--- src/rtl/serial_magnitude_comparator_if.sv ---
// Handshake and operand/result bundle for serial_magnitude_comparator.
// The requester drives start and the operands; the comparator returns busy, done and the result.
interface serial_magnitude_comparator_if #(
    parameter int WIDTH = 16
);
    logic             start;
    logic [WIDTH-1:0] a;
    logic [WIDTH-1:0] b;
    logic             signed_mode;
    logic             busy;
    logic             done;
    logic             gt;
    logic             eq;
    logic             lt;

    modport master (
        output start, a, b, signed_mode,
        input  busy, done, gt, eq, lt
    );

    modport slave (
        input  start, a, b, signed_mode,
        output busy, done, gt, eq, lt
    );
endinterface

--- src/rtl/serial_magnitude_comparator.sv ---
// Multi-cycle magnitude comparator: DIGIT bits per cycle, MSB slice first, optional early exit.
// gt/eq/lt are updated only with the one-cycle done pulse and held until the next done.
module serial_magnitude_comparator #(
    parameter int WIDTH      = 16,
    parameter int DIGIT      = 2,
    parameter bit EARLY_EXIT = 1'b1
) (
    input  logic                          clk,
    input  logic                          rst_n,
    serial_magnitude_comparator_if.slave  bus
);

    localparam int N  = WIDTH / DIGIT;
    localparam int CW = (N > 1) ? $clog2(N) : 1;

    generate
        if ((DIGIT < 1) || (WIDTH < DIGIT) || ((WIDTH % DIGIT) != 0)) begin : g_cfg_err
            $error("serial_magnitude_comparator: WIDTH must be a non-zero multiple of DIGIT");
        end
    endgenerate

    typedef enum logic [0:0] {
        S_IDLE = 1'b0,
        S_RUN  = 1'b1
    } state_e;

    // Flipping the sign bit of both operands maps two's-complement order onto unsigned order.
    function automatic logic [WIDTH-1:0] bias_operand(input logic [WIDTH-1:0] value,
                                                      input logic             is_signed);
        logic [WIDTH-1:0] mask;
        mask = '0;
        mask[WIDTH-1] = is_signed;
        return value ^ mask;
    endfunction

    // Returns {greater, less} for one unsigned slice.
    function automatic logic [1:0] slice_order(input logic [DIGIT-1:0] x,
                                               input logic [DIGIT-1:0] y);
        logic [1:0] res;
        if (x > y) begin
            res = 2'b10;
        end else if (x < y) begin
            res = 2'b01;
        end else begin
            res = 2'b00;
        end
        return res;
    endfunction

    state_e           state_q, state_d;
    logic [WIDTH-1:0] a_q, a_d;
    logic [WIDTH-1:0] b_q, b_d;
    logic [CW-1:0]    cnt_q, cnt_d;
    logic             acc_gt_q, acc_gt_d;
    logic             acc_lt_q, acc_lt_d;
    logic             busy_q, busy_d;
    logic             done_q, done_d;
    logic             gt_q, gt_d;
    logic             eq_q, eq_d;
    logic             lt_q, lt_d;

    logic [1:0]       slice_res_s;
    logic             decided_s;
    logic             new_gt_s;
    logic             new_lt_s;
    logic             last_s;
    logic             finish_s;

    // Decision for the slice currently at the top of the shifted operands.
    always_comb begin
        slice_res_s = slice_order(a_q[WIDTH-1 -: DIGIT], b_q[WIDTH-1 -: DIGIT]);
        decided_s   = acc_gt_q | acc_lt_q;
        new_gt_s    = decided_s ? acc_gt_q : slice_res_s[1];
        new_lt_s    = decided_s ? acc_lt_q : slice_res_s[0];
        last_s      = (cnt_q == CW'(N - 1));
        finish_s    = last_s | (EARLY_EXIT & (slice_res_s != 2'b00));
    end

    // Next-state, operand shifting and result update.
    always_comb begin
        state_d  = state_q;
        a_d      = a_q;
        b_d      = b_q;
        cnt_d    = cnt_q;
        acc_gt_d = acc_gt_q;
        acc_lt_d = acc_lt_q;
        busy_d   = busy_q;
        done_d   = 1'b0;
        gt_d     = gt_q;
        eq_d     = eq_q;
        lt_d     = lt_q;

        case (state_q)
            S_IDLE: begin
                if (bus.start) begin
                    state_d  = S_RUN;
                    a_d      = bias_operand(bus.a, bus.signed_mode);
                    b_d      = bias_operand(bus.b, bus.signed_mode);
                    cnt_d    = '0;
                    acc_gt_d = 1'b0;
                    acc_lt_d = 1'b0;
                    busy_d   = 1'b1;
                end else begin
                    busy_d   = 1'b0;
                end
            end
            S_RUN: begin
                a_d      = a_q << DIGIT;
                b_d      = b_q << DIGIT;
                cnt_d    = cnt_q + CW'(1);
                acc_gt_d = new_gt_s;
                acc_lt_d = new_lt_s;
                if (finish_s) begin
                    state_d = S_IDLE;
                    busy_d  = 1'b0;
                    done_d  = 1'b1;
                    gt_d    = new_gt_s;
                    lt_d    = new_lt_s;
                    eq_d    = ~new_gt_s & ~new_lt_s;
                end else begin
                    busy_d  = 1'b1;
                end
            end
            default: begin
                state_d = S_IDLE;
                busy_d  = 1'b0;
            end
        endcase
    end

    // State and datapath registers; reset aborts any compare in flight.
    always_ff @(posedge clk or negedge rst_n) begin
        if (!rst_n) begin
            state_q  <= S_IDLE;
            a_q      <= '0;
            b_q      <= '0;
            cnt_q    <= '0;
            acc_gt_q <= 1'b0;
            acc_lt_q <= 1'b0;
            busy_q   <= 1'b0;
            done_q   <= 1'b0;
            gt_q     <= 1'b0;
            eq_q     <= 1'b0;
            lt_q     <= 1'b0;
        end else begin
            state_q  <= state_d;
            a_q      <= a_d;
            b_q      <= b_d;
            cnt_q    <= cnt_d;
            acc_gt_q <= acc_gt_d;
            acc_lt_q <= acc_lt_d;
            busy_q   <= busy_d;
            done_q   <= done_d;
            gt_q     <= gt_d;
            eq_q     <= eq_d;
            lt_q     <= lt_d;
        end
    end

    assign bus.busy = busy_q;
    assign bus.done = done_q;
    assign bus.gt   = gt_q;
    assign bus.eq   = eq_q;
    assign bus.lt   = lt_q;

endmodule

--- src/flat_wrapper.sv ---
// flat-port wrapper written by rule: the top's interface ports become plain ports
module serial_magnitude_comparator_flat 
#(
    parameter int WIDTH      = 16,
    parameter int DIGIT      = 2,
    parameter bit EARLY_EXIT = 1'b1
)
  (clk, rst_n, bus_start, bus_a, bus_b, bus_signed_mode, bus_busy, bus_done, bus_gt, bus_eq, bus_lt);
  serial_magnitude_comparator_if #(.WIDTH(WIDTH)) bus_i ();
  input  logic clk;
  input  logic rst_n;
  input wire logic [$bits(bus_i.start)-1:0] bus_start;
  input wire logic [$bits(bus_i.a)-1:0] bus_a;
  input wire logic [$bits(bus_i.b)-1:0] bus_b;
  input wire logic [$bits(bus_i.signed_mode)-1:0] bus_signed_mode;
  output wire logic [$bits(bus_i.busy)-1:0] bus_busy;
  output wire logic [$bits(bus_i.done)-1:0] bus_done;
  output wire logic [$bits(bus_i.gt)-1:0] bus_gt;
  output wire logic [$bits(bus_i.eq)-1:0] bus_eq;
  output wire logic [$bits(bus_i.lt)-1:0] bus_lt;
  assign bus_i.start = bus_start;
  assign bus_i.a = bus_a;
  assign bus_i.b = bus_b;
  assign bus_i.signed_mode = bus_signed_mode;
  assign bus_busy = bus_i.busy;
  assign bus_done = bus_i.done;
  assign bus_gt = bus_i.gt;
  assign bus_eq = bus_i.eq;
  assign bus_lt = bus_i.lt;
  serial_magnitude_comparator #(.WIDTH(WIDTH), .DIGIT(DIGIT), .EARLY_EXIT(EARLY_EXIT)) u_core (.clk(clk), .rst_n(rst_n), .bus(bus_i));
endmodule
--- config.mk ---
export PLATFORM = sky130hd
export DESIGN_NAME = serial_magnitude_comparator_flat
export DESIGN_NICKNAME = d
export VERILOG_FILES = /design/src/rtl/serial_magnitude_comparator_if.sv /design/src/rtl/serial_magnitude_comparator.sv /design/src/flat_wrapper.sv
export SDC_FILE = /design/constraint.sdc
export NUM_CORES = 1
export LEC_CHECK = 0
export ABC_CLOCK_PERIOD_IN_PS = 2200
export CAP_MARGIN = 20
export CELL_PAD_IN_SITES_DETAIL_PLACEMENT = 0
export CELL_PAD_IN_SITES_GLOBAL_PLACEMENT = 1
export CORE_MARGIN = 10
export CORE_UTILIZATION = 42
export CTS_CLUSTER_DIAMETER = 80
export CTS_CLUSTER_SIZE = 28
export DETAILED_ROUTE_END_ITERATION = 6
export MAX_ROUTING_LAYER = met4
export PLACE_DENSITY = 0.84
export SYNTH_ARGS = -nofsm -noshare
export SYNTH_HDL_FRONTEND = slang
export SYNTH_SLANG_ARGS = --single-unit
--- constraint.sdc ---
create_clock -name clk -period 2.2 [get_ports clk]
set_input_delay 0.55 -clock clk [delete_from_list [all_inputs] [get_ports clk]]
set_output_delay 0.55 -clock clk [all_outputs]
set_load 0.01 [all_outputs]
### Yosys cells after proc, flatten, opt, wreduce, memory -nomap -nowiden

Index checks and enable logic that the tools add are counted.

| cells by class | value |
|---|---|
| $add $sub $neg | 1 |
| $lt $le $gt $ge | 2 |
| equality and inequality tests | 2 |
| mux-type cells | 18 |
| bitwise gates (word level) | 8 |
| reductions and logical operators | 2 |

Operators by type and width:

| operator | number |
|---|---|
| 16-bit one-hot mux with 2 select lines | 2 |
| 16-bit 2-to-1 mux | 2 |
| 16-bit XOR | 2 |
| 1-bit 2-to-1 mux | 8 |
| 1-bit one-hot mux with 2 select lines | 3 |
| 3-bit one-hot mux with 2 select lines | 1 |
| 3-bit by 1-bit adder with 3-bit output (second input constant) | 1 |
| 3-bit equality test (second input constant) | 1 |
| 3-bit 2-to-1 mux | 1 |
| 1-bit NOT | 3 |
| 2-bit > comparator | 1 |
| 2-bit < comparator | 1 |
| 2-bit 2-to-1 mux | 1 |
| 2-bit != test (second input constant) | 1 |
| 1-bit OR | 2 |
| 2-bit AND reduction | 1 |
| 2-bit nonzero test | 1 |
| 1-bit AND | 1 |

| word-level totals | value |
|---|---|
| bits in registers | 42 |
| input port bits | 36 |
| output and inout port bits | 5 |

### Longest topological paths before layout

Gate-level depths: netlist (run 1).

| logic depth | value |
|---|---|
| depth in word-level cells | 7 |
| depth in mapped cells | 6 |

### Least setup slack after synthesis (run 1)

OpenSTA, ideal clock, no wires.

| timing path | value |
|---|---|
| kind | flip-flop to flip-flop |
| start | register u_core.a_q[15] |
| end | register u_core.eq_q, in the netlist u_core.bus.eq |
| setup time | 0.125 ns |
| data arrival time | 1.276 ns |
| required time | 2.075 ns |
| slack | 0.799 ns |
| stages on the path, launching flop included | 5 |
| cells stage by stage | dfrtp_1 > ha_1 > o211ai_2 > o21a_4 > mux2_4 |

| between the ends | value |
|---|---|
| longest elaborated chain between the ends | 6 |
| elaborated cells on any way between the ends | 12 |
| those cells by class | 2 x order compare; 4 x mux; 4 x bitwise; 2 x reduce/logical |

Ends and longest elaborated chain:

| item | line | RTL |
|---|---|---|
| from (decl) | serial_magnitude_comparator.sv:51 | `logic [WIDTH-1:0] a_q, a_d;` |
| from (signal assigned) | serial_magnitude_comparator.sv:135 | `a_q <= '0;` |
| from (signal assigned) | serial_magnitude_comparator.sv:147 | `a_q <= a_d;` |
| 2-bit < comparator | serial_magnitude_comparator.sv:42 | `end else if (x < y) begin` |
| 1-bit 2-to-1 mux | serial_magnitude_comparator.sv:42 |  |
| 2-bit 2-to-1 mux * | serial_magnitude_comparator.sv:40 | `if (x > y) begin` |
| 2-bit nonzero test or 1-bit 2-to-1 mux (tied branches) | serial_magnitude_comparator.sv:76, serial_magnitude_comparator.sv:74 |  |
| 1-bit OR or 1-bit NOT (tied branches) | serial_magnitude_comparator.sv:76, serial_magnitude_comparator.sv:119 |  |
| 2-bit AND reduction (no source line) or 1-bit AND (tied branches) | - |  |
| to (signal assigned) | serial_magnitude_comparator.sv:155 | `eq_q <= eq_d;` |
| to (decl) | serial_magnitude_comparator.sv:59 | `logic eq_q, eq_d;` |

Mark *: on every way between the ends. The rest lies on a longest branch, timed or not.
A chain may end at the register's enable or synchronous reset.

### Worst setup path in the final report (run 1)

| timing path | value |
|---|---|
| start | register u_core.eq_q, in the netlist u_core.bus.eq |
| end | output bus_eq |

RTL lines:

| item | line | RTL |
|---|---|---|
| to (decl) | flat_wrapper.sv:19 | `output wire logic [$bits(bus_i.eq)-1:0] bus_eq;` |

No word-level cell between the ends.

==> metrics.txt, run 1 <==
# TYPE chip_impl_metric gauge
chip_impl_metric{name="die_width",unit="um"} 88.0
chip_impl_info{name="cts_tree",value="done"} 1
chip_impl_metric{name="place.detailed.hpwl",unit="um"} 2980
chip_impl_metric{name="post_synth.cell_area_avg",unit="um^2"} 11.2
chip_impl_metric{name="fin_worst_skew",unit="ns"} 0.00714
chip_impl_metric{name="total_nets_after_synthesis",unit=""} 214
chip_impl_info{name="path_class",value="flop to output pin"} 1
chip_impl_metric{name="finalInstanceArea",unit="um^2"} 2450
chip_impl_info{name="layout.cells.most_common",value="dfrtp_1"} 1
chip_impl_metric{name="grt_max_degree",unit=""} 68
chip_impl_metric{name="cts.reportedPaths.clkPinSlew",unit="ns"} 0.08
chip_impl_info{name="rsz0062_at_grt",value="no"} 1
chip_impl_metric{name="finalSetupViolations",unit=""} 0
chip_impl_metric{name="antenna_found_initial",unit=""} 0
chip_impl_metric{name="clkSinkCount",unit=""} 42
chip_impl_metric{name="io_buffer_count",unit=""} 40
chip_impl_metric{name="critPathMaxStageDelay",unit="ns"} 0.54
chip_impl_metric{name="place.detailed.instances",unit=""} 259
chip_impl_metric{name="vias_in_the_first_global_route",unit=""} 1479
chip_impl_metric{name="max-clock-path-buffers",unit=""} 2
chip_impl_info{name="synthTopCellsByArea",value="dfrtp_1 54%, mux2i_1 15%, o21ai_0 7.7%, nand2_1 5.8%, ha_1 2.6%"} 1
chip_impl_info{name="worst_setup_path_end_kind",value="output pin"} 1
chip_impl_metric{name="vias_per_cell",unit=""} 5.17
chip_impl_metric{name="cp.arrival",unit="ns"} 1.19
chip_impl_metric{name="worstPathRequired",unit="ns"} 1.65
chip_impl_info{name="run_status",value="finished clean"} 1
chip_impl_metric{name="timing.slew.headroom",unit="%"} 51.9
chip_impl_metric{name="final_period_minus_worst_setup_slack",unit="ns"} 1.74
chip_impl_metric{name="detailedPlace.worstSlack",unit="ns"} 0.612
chip_impl_metric{name="routed_wl",unit="um"} 4040
chip_impl_metric{name="vias",unit=""} 1371
chip_impl_metric{name="ir_worst_vdd",unit="mV"} 0.527
chip_impl_metric{name="post_dp_cell_area",unit="um^2"} 2370
chip_impl_metric{name="core",unit="um^2"} 4410
chip_impl_metric{name="setup_slack",unit="ns"} 0.457
chip_impl_metric{name="p_leak",unit="nW"} 1.14
chip_impl_metric{name="post_route_cells_drive_above_1_share",unit="%"} 9.39
chip_impl_metric{name="post_cts.repair.setup_buffers",unit=""} 0
chip_impl_metric{name="synthesis.yosys.warnings",unit=""} 0
chip_impl_metric{name="initial_core_util",unit="%"} 44.0
chip_impl_metric{name="global_route.overflow_total",unit=""} 0
chip_impl_info{name="layout.cells.most_common_list",value="41 x dfrtp_1, 38 x clkdlybuf4s50_1, 30 x mux2i_1, 30 x nand2_1, 30 x o21ai_0"} 1
chip_impl_metric{name="synth_largest_type_area_fraction",unit="%"} 54.1
chip_impl_metric{name="wire_length_of_the_first_global_routing_pass",unit="um"} 6840
chip_impl_metric{name="critical_path_buf_inv_count",unit=""} 1
chip_impl_metric{name="finalCoreUtilization",unit="%"} 55.6
chip_impl_metric{name="io-pin-count",unit=""} 41
chip_impl_info{name="clk_root_buffer_cell",value="clkbuf_8"} 1
chip_impl_info{name="crit_chain",value="clkdlybuf4s50_1"} 1
chip_impl_metric{name="maxSlewViolCount",unit=""} 0
chip_impl_metric{name="finalHoldViolCount",unit=""} 0
chip_impl_metric{name="cts.repair.resized",unit=""} 0
chip_impl_metric{name="netlist_area",unit="um^2"} 1940
chip_impl_metric{name="timing.setup.tns",unit="ns"} 0
chip_impl_metric{name="layout.cells.non_filler",unit=""} 265
chip_impl_metric{name="rows",unit=""} 24
chip_impl_metric{name="post_synth_num_cell_types",unit=""} 24
chip_impl_metric{name="layout_worst_path_cycle_share",unit="%"} 79.2
chip_impl_metric{name="n_antenna_cell",unit=""} 0
chip_impl_metric{name="post_cts_hold_buffer_count",unit=""} 0
chip_impl_metric{name="tightest_slew",unit="ns"} 0.721
chip_impl_metric{name="maxClockFrequency",unit="MHz"} 574
chip_impl_metric{name="power_per_cell_area",unit="nW/um^2"} 1200
chip_impl_info{name="worstHoldPathType",value="primary input to async pin"} 1
chip_impl_metric{name="final_wtd_congestion",unit=""} 0.751
chip_impl_metric{name="worst_skew_pair.late_latency",unit="ns"} 0.29
chip_impl_metric{name="nets",unit=""} 254
chip_impl_metric{name="area_growth_syn_to_layout",unit="%"} 26.4
chip_impl_metric{name="cp_max_fo",unit=""} 2
chip_impl_metric{name="yosys_register_bits",unit=""} 42
chip_impl_metric{name="drcViolationCount",unit=""} 0
chip_impl_info{name="critical_path.top_delay_family",value="buffers and inverters"} 1
chip_impl_info{name="cp-start-kind",value="flop"} 1
chip_impl_metric{name="cts-buffers-inserted",unit=""} 5
chip_impl_metric{name="ys_seq_area_share",unit="%"} 54.1
chip_impl_info{name="synth_top_area_cell",value="dfrtp_1"} 1
chip_impl_metric{name="chipHeight",unit="um"} 88.0
chip_impl_metric{name="cts-htree-levels",unit=""} 2
chip_impl_metric{name="detail-route-antenna-nets",unit=""} 0
chip_impl_info{name="critPathSlowestCell",value="clkdlybuf4s50_1"} 1
chip_impl_metric{name="drt_iter0_markers",unit=""} 67
chip_impl_metric{name="synthCells",unit=""} 174
chip_impl_metric{name="wl_per_cell",unit="um"} 15.3
chip_impl_metric{name="grtUsageTotal",unit="%"} 11.4
chip_impl_metric{name="drtPass1Iterations",unit=""} 4
chip_impl_metric{name="timing.max_cap.violations",unit=""} 0
chip_impl_metric{name="fp.dieArea",unit="um^2"} 7740
layer usage:
metal  GRT usage [%]  wire length (um)  up-vias  share of wire (%)
li1                -                 -      677                  -
met2            17.9              1980       31                 49
met3            3.53               201        9                5.0
met1            13.1              1770      654                 44
met5               -                 0        -                  0
met4            4.78                85        0                2.1
registers in the layout (all words and copies together) (netlist names):
register	count
u_core.cnt_q	3
u_core.acc_gt_q	1
u_core.bus.done	1
u_core.acc_lt_q	1
u_core.b_q	16
u_core.bus.gt	1
u_core.bus.lt	1
u_core.bus.busy	1
u_core.a_q	16
u_core.bus.eq	1
stage by stage:
stage          power (W)  hold WS (ns)
2_1_floorplan    0.00213         0.254
3_3_place_gp     0.00241         0.463
3_5_place_dp     0.00249         0.474
4_1_cts          0.00298         0.325
5_1_grt          0.00318         0.362
6_report         0.00294         0.310
logic make-up after synthesis:
| kind of cell | Yosys count | synth area share (%) |
|---|---|---|
| compound gates | 40 | 12.4 |
| simple gates | 38 | 7.54 |
| xor+xnor | 2 | 0.902 |
| mux | 34 | 18.4 |
| buf+inv | 14 | 4.12 |
| flops | 42 | 54.1 |
| fa+ha+maj | 4 | 2.58 |
synthesized netlist by cell type:
| library cell | number |
|---|---|
| dfrtp_1 | 42 |
| mux2i_1 | 30 |
| nand2_1 | 30 |
| o21ai_0 | 30 |
| nor2_1 | 6 |
| buf_2 | 4 |
| ha_1 | 4 |
| a22o_1 | 3 |
| clkbuf_1 | 3 |
| inv_1 | 3 |
| mux2_4 | 3 |
| buf_4 | 2 |
| buf_6 | 2 |
| xnor2_1 | 2 |
| a21o_1 | 1 |
| a21o_2 | 1 |
| a21oi_1 | 1 |
| mux2_2 | 1 |
| nor2b_1 | 1 |
| nor3_1 | 1 |
| o211ai_2 | 1 |
| o21a_1 | 1 |
| o21a_4 | 1 |
| o21bai_1 | 1 |
final timing paths:
check | start | cells past startpoint | end | slack, ns
setup / recovery | u_core.bus.eq | 1 | bus_eq | 0.46
hold / removal | rst_n | 1 | u_core.bus.done | 0.31
setup reg to reg | u_core.bus.busy | 3 | u_core.bus.eq | 0.70
hold reg to reg | u_core.b_q[13] | 2 | u_core.b_q[15] | 0.49
max in group asynchronous | rst_n | 2 | u_core.a_q[13] | 1.26
min in group clk | u_core.b_q[13] | 2 | u_core.b_q[15] | 0.49
area by class of cell:
| cell class | count | area, um^2 |
|---|---|---|
| clock buffers | 6 | 82.6 |
| repair buffers | 44 | 433 |
| multi-input cells | 118 | 811 |
| well taps | 52 | 65.1 |
| fillers | 382 | 1960 |
| flip-flops and latches | 42 | 1050 |
| inverters | 3 | 11.3 |
where the power goes:
part,total (W),internal (W),switching (W)
Clock,0.000483,0.000242,0.000241
Sequential,0.00132,0.00113,0.000196
Combinational,0.00114,0.000570,0.000567
Power figures use the tool's default switching activity.
==> inputs of run 2 (changes only) <==
ABC_CLOCK_PERIOD_IN_PS = 1830   (was 2200)
CORE_UTILIZATION = 39   (was 42)
PLACE_DENSITY = 0.79   (was 0.84)
clock period = 1.83 ns   (was 2.2 ns; I/O delays follow)
==> metrics.txt, run 2 (synthesized netlist as in run 1, its figures left out) <==
# TYPE chip_impl_metric gauge
chip_impl_metric{name="antenna_found_initial",unit=""} 0
chip_impl_metric{name="io-pin-count",unit=""} 41
chip_impl_metric{name="worst_skew_pair.late_latency",unit="ns"} 0.29
chip_impl_metric{name="drtPass1Iterations",unit=""} 4
chip_impl_metric{name="vias_in_the_first_global_route",unit=""} 1492
chip_impl_metric{name="cts.repair.resized",unit=""} 0
chip_impl_metric{name="finalSetupViolations",unit=""} 0
chip_impl_metric{name="cp.arrival",unit="ns"} 1.20
chip_impl_metric{name="cts-htree-levels",unit=""} 2
chip_impl_metric{name="layout_worst_path_cycle_share",unit="%"} 90.4
chip_impl_metric{name="fin_worst_skew",unit="ns"} 0.00718
chip_impl_metric{name="drcViolationCount",unit=""} 0
chip_impl_info{name="worst_setup_path_end_kind",value="output pin"} 1
chip_impl_metric{name="max-clock-path-buffers",unit=""} 2
chip_impl_metric{name="p_leak",unit="nW"} 1.15
chip_impl_metric{name="maxClockFrequency",unit="MHz"} 605
chip_impl_metric{name="final_wtd_congestion",unit=""} 0.792
chip_impl_metric{name="maxSlewViolCount",unit=""} 0
chip_impl_info{name="layout.cells.most_common_list",value="41 x dfrtp_1, 38 x clkdlybuf4s50_1, 30 x mux2i_1, 30 x nand2_1, 30 x o21ai_0"} 1
chip_impl_metric{name="wire_length_of_the_first_global_routing_pass",unit="um"} 7150
chip_impl_metric{name="tightest_slew",unit="ns"} 0.496
chip_impl_metric{name="timing.max_cap.violations",unit=""} 0
chip_impl_metric{name="die_width",unit="um"} 90.6
chip_impl_info{name="critPathSlowestCell",value="clkdlybuf4s50_1"} 1
chip_impl_metric{name="ir_worst_vdd",unit="mV"} 0.510
chip_impl_info{name="rsz0062_at_grt",value="no"} 1
chip_impl_metric{name="post_dp_cell_area",unit="um^2"} 2390
chip_impl_metric{name="timing.slew.headroom",unit="%"} 66.9
chip_impl_metric{name="global_route.overflow_total",unit=""} 0
chip_impl_info{name="clk_root_buffer_cell",value="clkbuf_8"} 1
chip_impl_metric{name="place.detailed.hpwl",unit="um"} 3100
chip_impl_metric{name="fp.dieArea",unit="um^2"} 8200
chip_impl_metric{name="finalHoldViolCount",unit=""} 0
chip_impl_info{name="cp-start-kind",value="flop"} 1
chip_impl_metric{name="chipHeight",unit="um"} 90.6
chip_impl_info{name="crit_chain",value="clkdlybuf4s50_1"} 1
chip_impl_metric{name="critPathMaxStageDelay",unit="ns"} 0.55
chip_impl_metric{name="cts-buffers-inserted",unit=""} 5
chip_impl_metric{name="drt_iter0_markers",unit=""} 60
chip_impl_metric{name="nets",unit=""} 256
chip_impl_metric{name="clkSinkCount",unit=""} 42
chip_impl_metric{name="detail-route-antenna-nets",unit=""} 0
chip_impl_metric{name="post_route_cells_drive_above_1_share",unit="%"} 10.6
chip_impl_metric{name="vias",unit=""} 1388
chip_impl_metric{name="post_cts_hold_buffer_count",unit=""} 0
chip_impl_metric{name="post_cts.repair.setup_buffers",unit=""} 0
chip_impl_info{name="cts_tree",value="done"} 1
chip_impl_info{name="worstHoldPathType",value="primary input to async pin"} 1
chip_impl_metric{name="grt_max_degree",unit=""} 45
chip_impl_metric{name="routed_wl",unit="um"} 4050
chip_impl_metric{name="filler_cell_count",unit=""} 442
chip_impl_info{name="largestRegisters",value="u_core.a_q (16), u_core.b_q (16), u_core.cnt_q (3)"} 1
chip_impl_metric{name="vias_per_cell",unit=""} 4.89
chip_impl_metric{name="io_buffer_count",unit=""} 40
chip_impl_info{name="path_class",value="flop to output pin"} 1
chip_impl_metric{name="rows",unit=""} 25
chip_impl_info{name="reg2reg_from",value="u_core.b_q[15]"} 1
chip_impl_metric{name="grtUsageTotal",unit="%"} 10.9
chip_impl_metric{name="final_period_minus_worst_setup_slack",unit="ns"} 1.65
chip_impl_info{name="layout.cells.most_common",value="dfrtp_1"} 1
chip_impl_metric{name="finalInstanceArea",unit="um^2"} 2480
chip_impl_metric{name="area_growth_syn_to_layout",unit="%"} 28.0
chip_impl_metric{name="cp_max_fo",unit=""} 2
chip_impl_metric{name="wl_per_cell",unit="um"} 14.3
chip_impl_info{name="crit_path_start",value="u_core.bus.eq"} 1
chip_impl_metric{name="worstPathRequired",unit="ns"} 1.37
chip_impl_metric{name="power_per_cell_area",unit="nW/um^2"} 1440
chip_impl_metric{name="n_antenna_cell",unit=""} 0
chip_impl_info{name="run_status",value="finished clean"} 1
chip_impl_metric{name="critical_path_buf_inv_count",unit=""} 1
chip_impl_metric{name="timing.setup.tns",unit="ns"} 0
chip_impl_metric{name="initial_core_util",unit="%"} 40.6
chip_impl_metric{name="core",unit="um^2"} 4790
chip_impl_metric{name="cts.reportedPaths.clkPinSlew",unit="ns"} 0.08
chip_impl_info{name="critical_path.top_delay_family",value="buffers and inverters"} 1
run 2: cell types whose count changed in the layout (fill, tap and decap cells not counted), sizes merged:
cell,before,now
clkinv,0,1
buf,6,8
clkbuf,6,7
run 2: worst paths after layout:
path,slack [ns],to,cells past startpoint
setup / recovery,0.18,bus_eq,1
hold / removal,0.12,u_core.bus.done,1
setup reg to reg,0.32,u_core.bus.eq,5
hold reg to reg,0.48,u_core.b_q[15],2
max in group asynchronous,1.13,u_core.a_q[7],2
min in group clk,0.48,u_core.b_q[15],2
run 2: through the flow:
stage / util (%) / setup slack, ns / instances / hold WS, ns / power (W)
floorplan: - / 0.429 / 174 / 0.162 / 0.00256
global placement: 50.0 / 0.387 / 276 / 0.454 / 0.00292
detailed placement: 50.0 / 0.341 / 276 / 0.449 / 0.00302
CTS: 51.9 / 0.142 / 284 / 0.131 / 0.00364
global route: 51.9 / 0.105 / 284 / 0.156 / 0.00390
finish: 51.9 / 0.176 / 284 / 0.125 / 0.00358
run 2: area by class of cell:
type / instances / area [um^2] / share of cell area [%]
Clock inverter: 1 / 5.00 / 0.201
Tap cell: 67 / 83.8 / 3.37
Inverter: 3 / 11.3 / 0.453
Sequential cell: 42 / 1050 / 42.3
Timing Repair Buffer: 46 / 435 / 17.5
Clock buffer: 7 / 86.3 / 3.47
Multi-Input combinational cell: 118 / 811 / 32.6
run 2: routing by layer:
layer  up-vias  GRT usage, %  wire [um]
met5         -             -          0
met4         0          2.79         16
met3         2          3.74        151
met2        33          16.9       2020
met1       670          13.1       1860
li1        683             -          -
run 2: where the power goes:
group | switching (W) | internal [W] | leakage (nW) | total, W
combinational | 0.000698 | 0.000699 | 0.576 | 0.00140
sequential | 0.000231 | 0.00136 | 0.525 | 0.00159
clock | 0.000292 | 0.000304 | 0.0482 | 0.000596
total | 0.00122 | 0.00236 | 1.15 | 0.00358
==> patch: new RTL, settings of run 2 <==
`WIDTH` is set to 16 in 3 places; all go to 8.
--- a/src/rtl/serial_magnitude_comparator_if.sv
+++ b/src/rtl/serial_magnitude_comparator_if.sv
@@ -3,3 +3,3 @@
 interface serial_magnitude_comparator_if #(
-    parameter int WIDTH = 16
+    parameter int WIDTH = 8
 );
--- a/src/rtl/serial_magnitude_comparator.sv
+++ b/src/rtl/serial_magnitude_comparator.sv
@@ -3,3 +3,3 @@
 module serial_magnitude_comparator #(
-    parameter int WIDTH      = 16,
+    parameter int WIDTH      = 8,
     parameter int DIGIT      = 2,
--- a/src/flat_wrapper.sv
+++ b/src/flat_wrapper.sv
@@ -3,3 +3,3 @@
 #(
-    parameter int WIDTH      = 16,
+    parameter int WIDTH      = 8,
     parameter int DIGIT      = 2,
Ports: changed (resized bus_a and bus_b); port bits go from 41 to 25. No check against the original RTL was run, so the function may have changed too.
==> patch against run 2 <==
Routed wire length decreased by 46%; sequential share of layout area up 0.13 points; fmax is 3.0% lower; register-to-register slack gained 0.04 ns; power shrank 41%; worst setup slack lost 0.051 ns; design area fell by 41%; sequential power down 42%; global-route usage decreased by 2.2 points; sequential cell count decreased by 17; area after synthesis fell by 40%; critical endpoint is now bus_gt.
==> patch: results (changes against run 2) <==
[clock_tree]
cts_resized=0  ; unchanged
clk_latency_ns=0.32  ; was 0.29 ns
numCtsBuffers=3  ; was 5
cts_post_setup_buffers_inserted=0  ; unchanged
cts-root-buf=clkbuf_4  ; was clkbuf_8
clk_pin_slew_worst_paths_ns=0.15  ; was 0.08 ns
max-clock-path-buffers=2  ; unchanged
htreeDepth=1  ; was 2

[critical_path]
crit_family=buffers and inverters  ; unchanged
crit_arrival_ns=1.25  ; was 1.20 ns
startpoint=u_core.bus.gt  ; was u_core.bus.eq
reg2regPathDepth=4  ; was 5
max_stage_delay_ns=0.55  ; about the same
timing.rr.start=u_core.a_q[7]  ; was u_core.b_q[15]
slowest_stage=clkdlybuf4s50_1  ; unchanged
critPathMaxFanout=2  ; unchanged
rr_endpoint=u_core.bus.eq  ; unchanged
reg2reg_slack_ns=0.36  ; was 0.32 ns

[flow_run]
cap_violations=0  ; unchanged

[cells_and_area]
num-fill-cells=280  ; was 442
layout-drive-gt1-share_pct=9.160  ; was 10.60%
reg.largest.list=u_core.a_q: 8 flops, u_core.b_q: 8 flops, u_core.cnt_q: 2 flops  ; was u_core.a_q: 16 flops, u_core.b_q: 16 flops, u_core.cnt_q: 3 flops
syn_to_final_growth_pct=26.29  ; was 27.96%
diodes=0  ; unchanged
fin_nets=155  ; was 256

[run_status]
status=completed  ; unchanged

[yosys]
ys_async_sr_fraction_pct=100.0  ; unchanged
synthTopCellsByArea=dfrtp_1 (54%), mux2i_1 (14%), o21ai_0 (5.2%)  ; was dfrtp_1 (54%), mux2i_1 (15%), o21ai_0 (7.7%)
synth_area_per_cell_sq_um=11.00  ; was 11.16 sq um
ys_seq_area_share_pct=53.65  ; was 54.12%
synth_fp_nets=129  ; was 214
synth.distinct_cells=22  ; was 24
synth_flop_cell=dfrtp_1  ; unchanged
synth_most_common_cell=dfrtp_1  ; unchanged
ys.warnings.count=0  ; unchanged
synth_commonest_cells=dfrtp_1 (25), mux2i_1 (16), nand2_1 (13), o21ai_0 (12), nor2_1 (9)  ; was dfrtp_1 (42), mux2i_1 (30), nand2_1 (30), o21ai_0 (30), nor2_1 (6)

[min_path]
hold_class=primary input to asynchronous set/reset pin  ; unchanged

[placement]
dpl_cell_area_sq_um=1443  ; was 2394 sq um
hpwl_um=1615  ; was 3096 um
globalplace.congestion=0.8211  ; was 0.7917
numPortBuffers=24  ; was 40
place_ws_ns=0.2478  ; was 0.3412 ns

[sta]
clock_skew_ns=0.01233  ; was 0.007176 ns
fin_hold_ws_ns=0.4686  ; was 0.1245 ns
relSlewSlack_pct=78.78  ; was 66.93%

[drt]
via_per_inst=4.988  ; was 4.887
wl_per_cell_um=13.60  ; was 14.27 um
drtPass1Iterations=4  ; unchanged
drtIter0Drc=33  ; was 60
wl_um=2203  ; was 4054 um

[grt]
grt_max_degree=35  ; was 45
grt_pass1_wl_um=3822  ; was 7148 um
grt_pass1_vias=869  ; was 1,492
grt_use_total_pct=8.682  ; was 10.85%
antenna_found_initial=0  ; unchanged

[power_and_ir_drop]
irDropWorstVdd_uv=560.1  ; was 509.9 uV
p_leak_uw=0.0006864  ; was 0.001150 uW

patch: cell count changes in the layout (fill, tap and decap cells not counted), moves of 6 or more:
cell,before,now
clkbuf_8,6,0
clkdlybuf4s50_1,38,24
dfrtp_1,41,25
mux2i_1,30,16
nand2_1,30,13
o21ai_0,30,12
patch: worst max-delay path by stage:
stage	slack, ns	cells after the start	end
floorplan	0.43	4	u_core.bus.eq
global placement	0.27	4	u_core.b_q[4]
detailed placement	0.25	4	u_core.a_q[6]
CTS	0.11	1	bus_gt
global route	0.05	1	bus_lt
finish	0.12	1	bus_gt
patch: power by group:
group,switching [uW],internal (uW),total [uW]
Clock,172,83.3,255
Sequential,131,794,926
Combinational,453,489,943
Total,757,1370,2120
patch: layout make-up:
| type | count | area share (%) |
|---|---|---|
| clock buffer | 3 | 1.529 |
| multi-input combinational | 70 | 32.88 |
| sequential | 25 | 42.48 |
| inverter | 5 | 1.274 |
| tap | 31 | 2.634 |
| timing repair buffer | 27 | 18.69 |
| clock inverter | 1 | 0.5098 |
patch: cell families (layout without fill, tap and decap cells):
| family | after synthesis | after routing | synth area share [%] |
|---|---|---|---|
| flip-flops | 25 | 25 | 53.65 |
| adder cells (fa/ha/maj) | 3 | 3 | 3.219 |
| XOR/XNOR | 2 | 2 | 1.502 |
| buffers and inverters | 11 | 36 | 4.828 |
| AO/OA/AOI/OAI | 23 | 23 | 12.45 |
| multiplexers | 18 | 18 | 16.31 |
| AND/OR/NAND/NOR | 24 | 24 | 8.047 |
patch: metal layers:
metal / up-vias / global-route usage (%) / routed length, um
li1: 410 / - / -
met1: 379 / 10.46 / 1027
met2: 17 / 14.12 / 1050
met3: 2 / 2.102 / 113
met4: 0 / 2.521 / 11
met5: - / - / 0
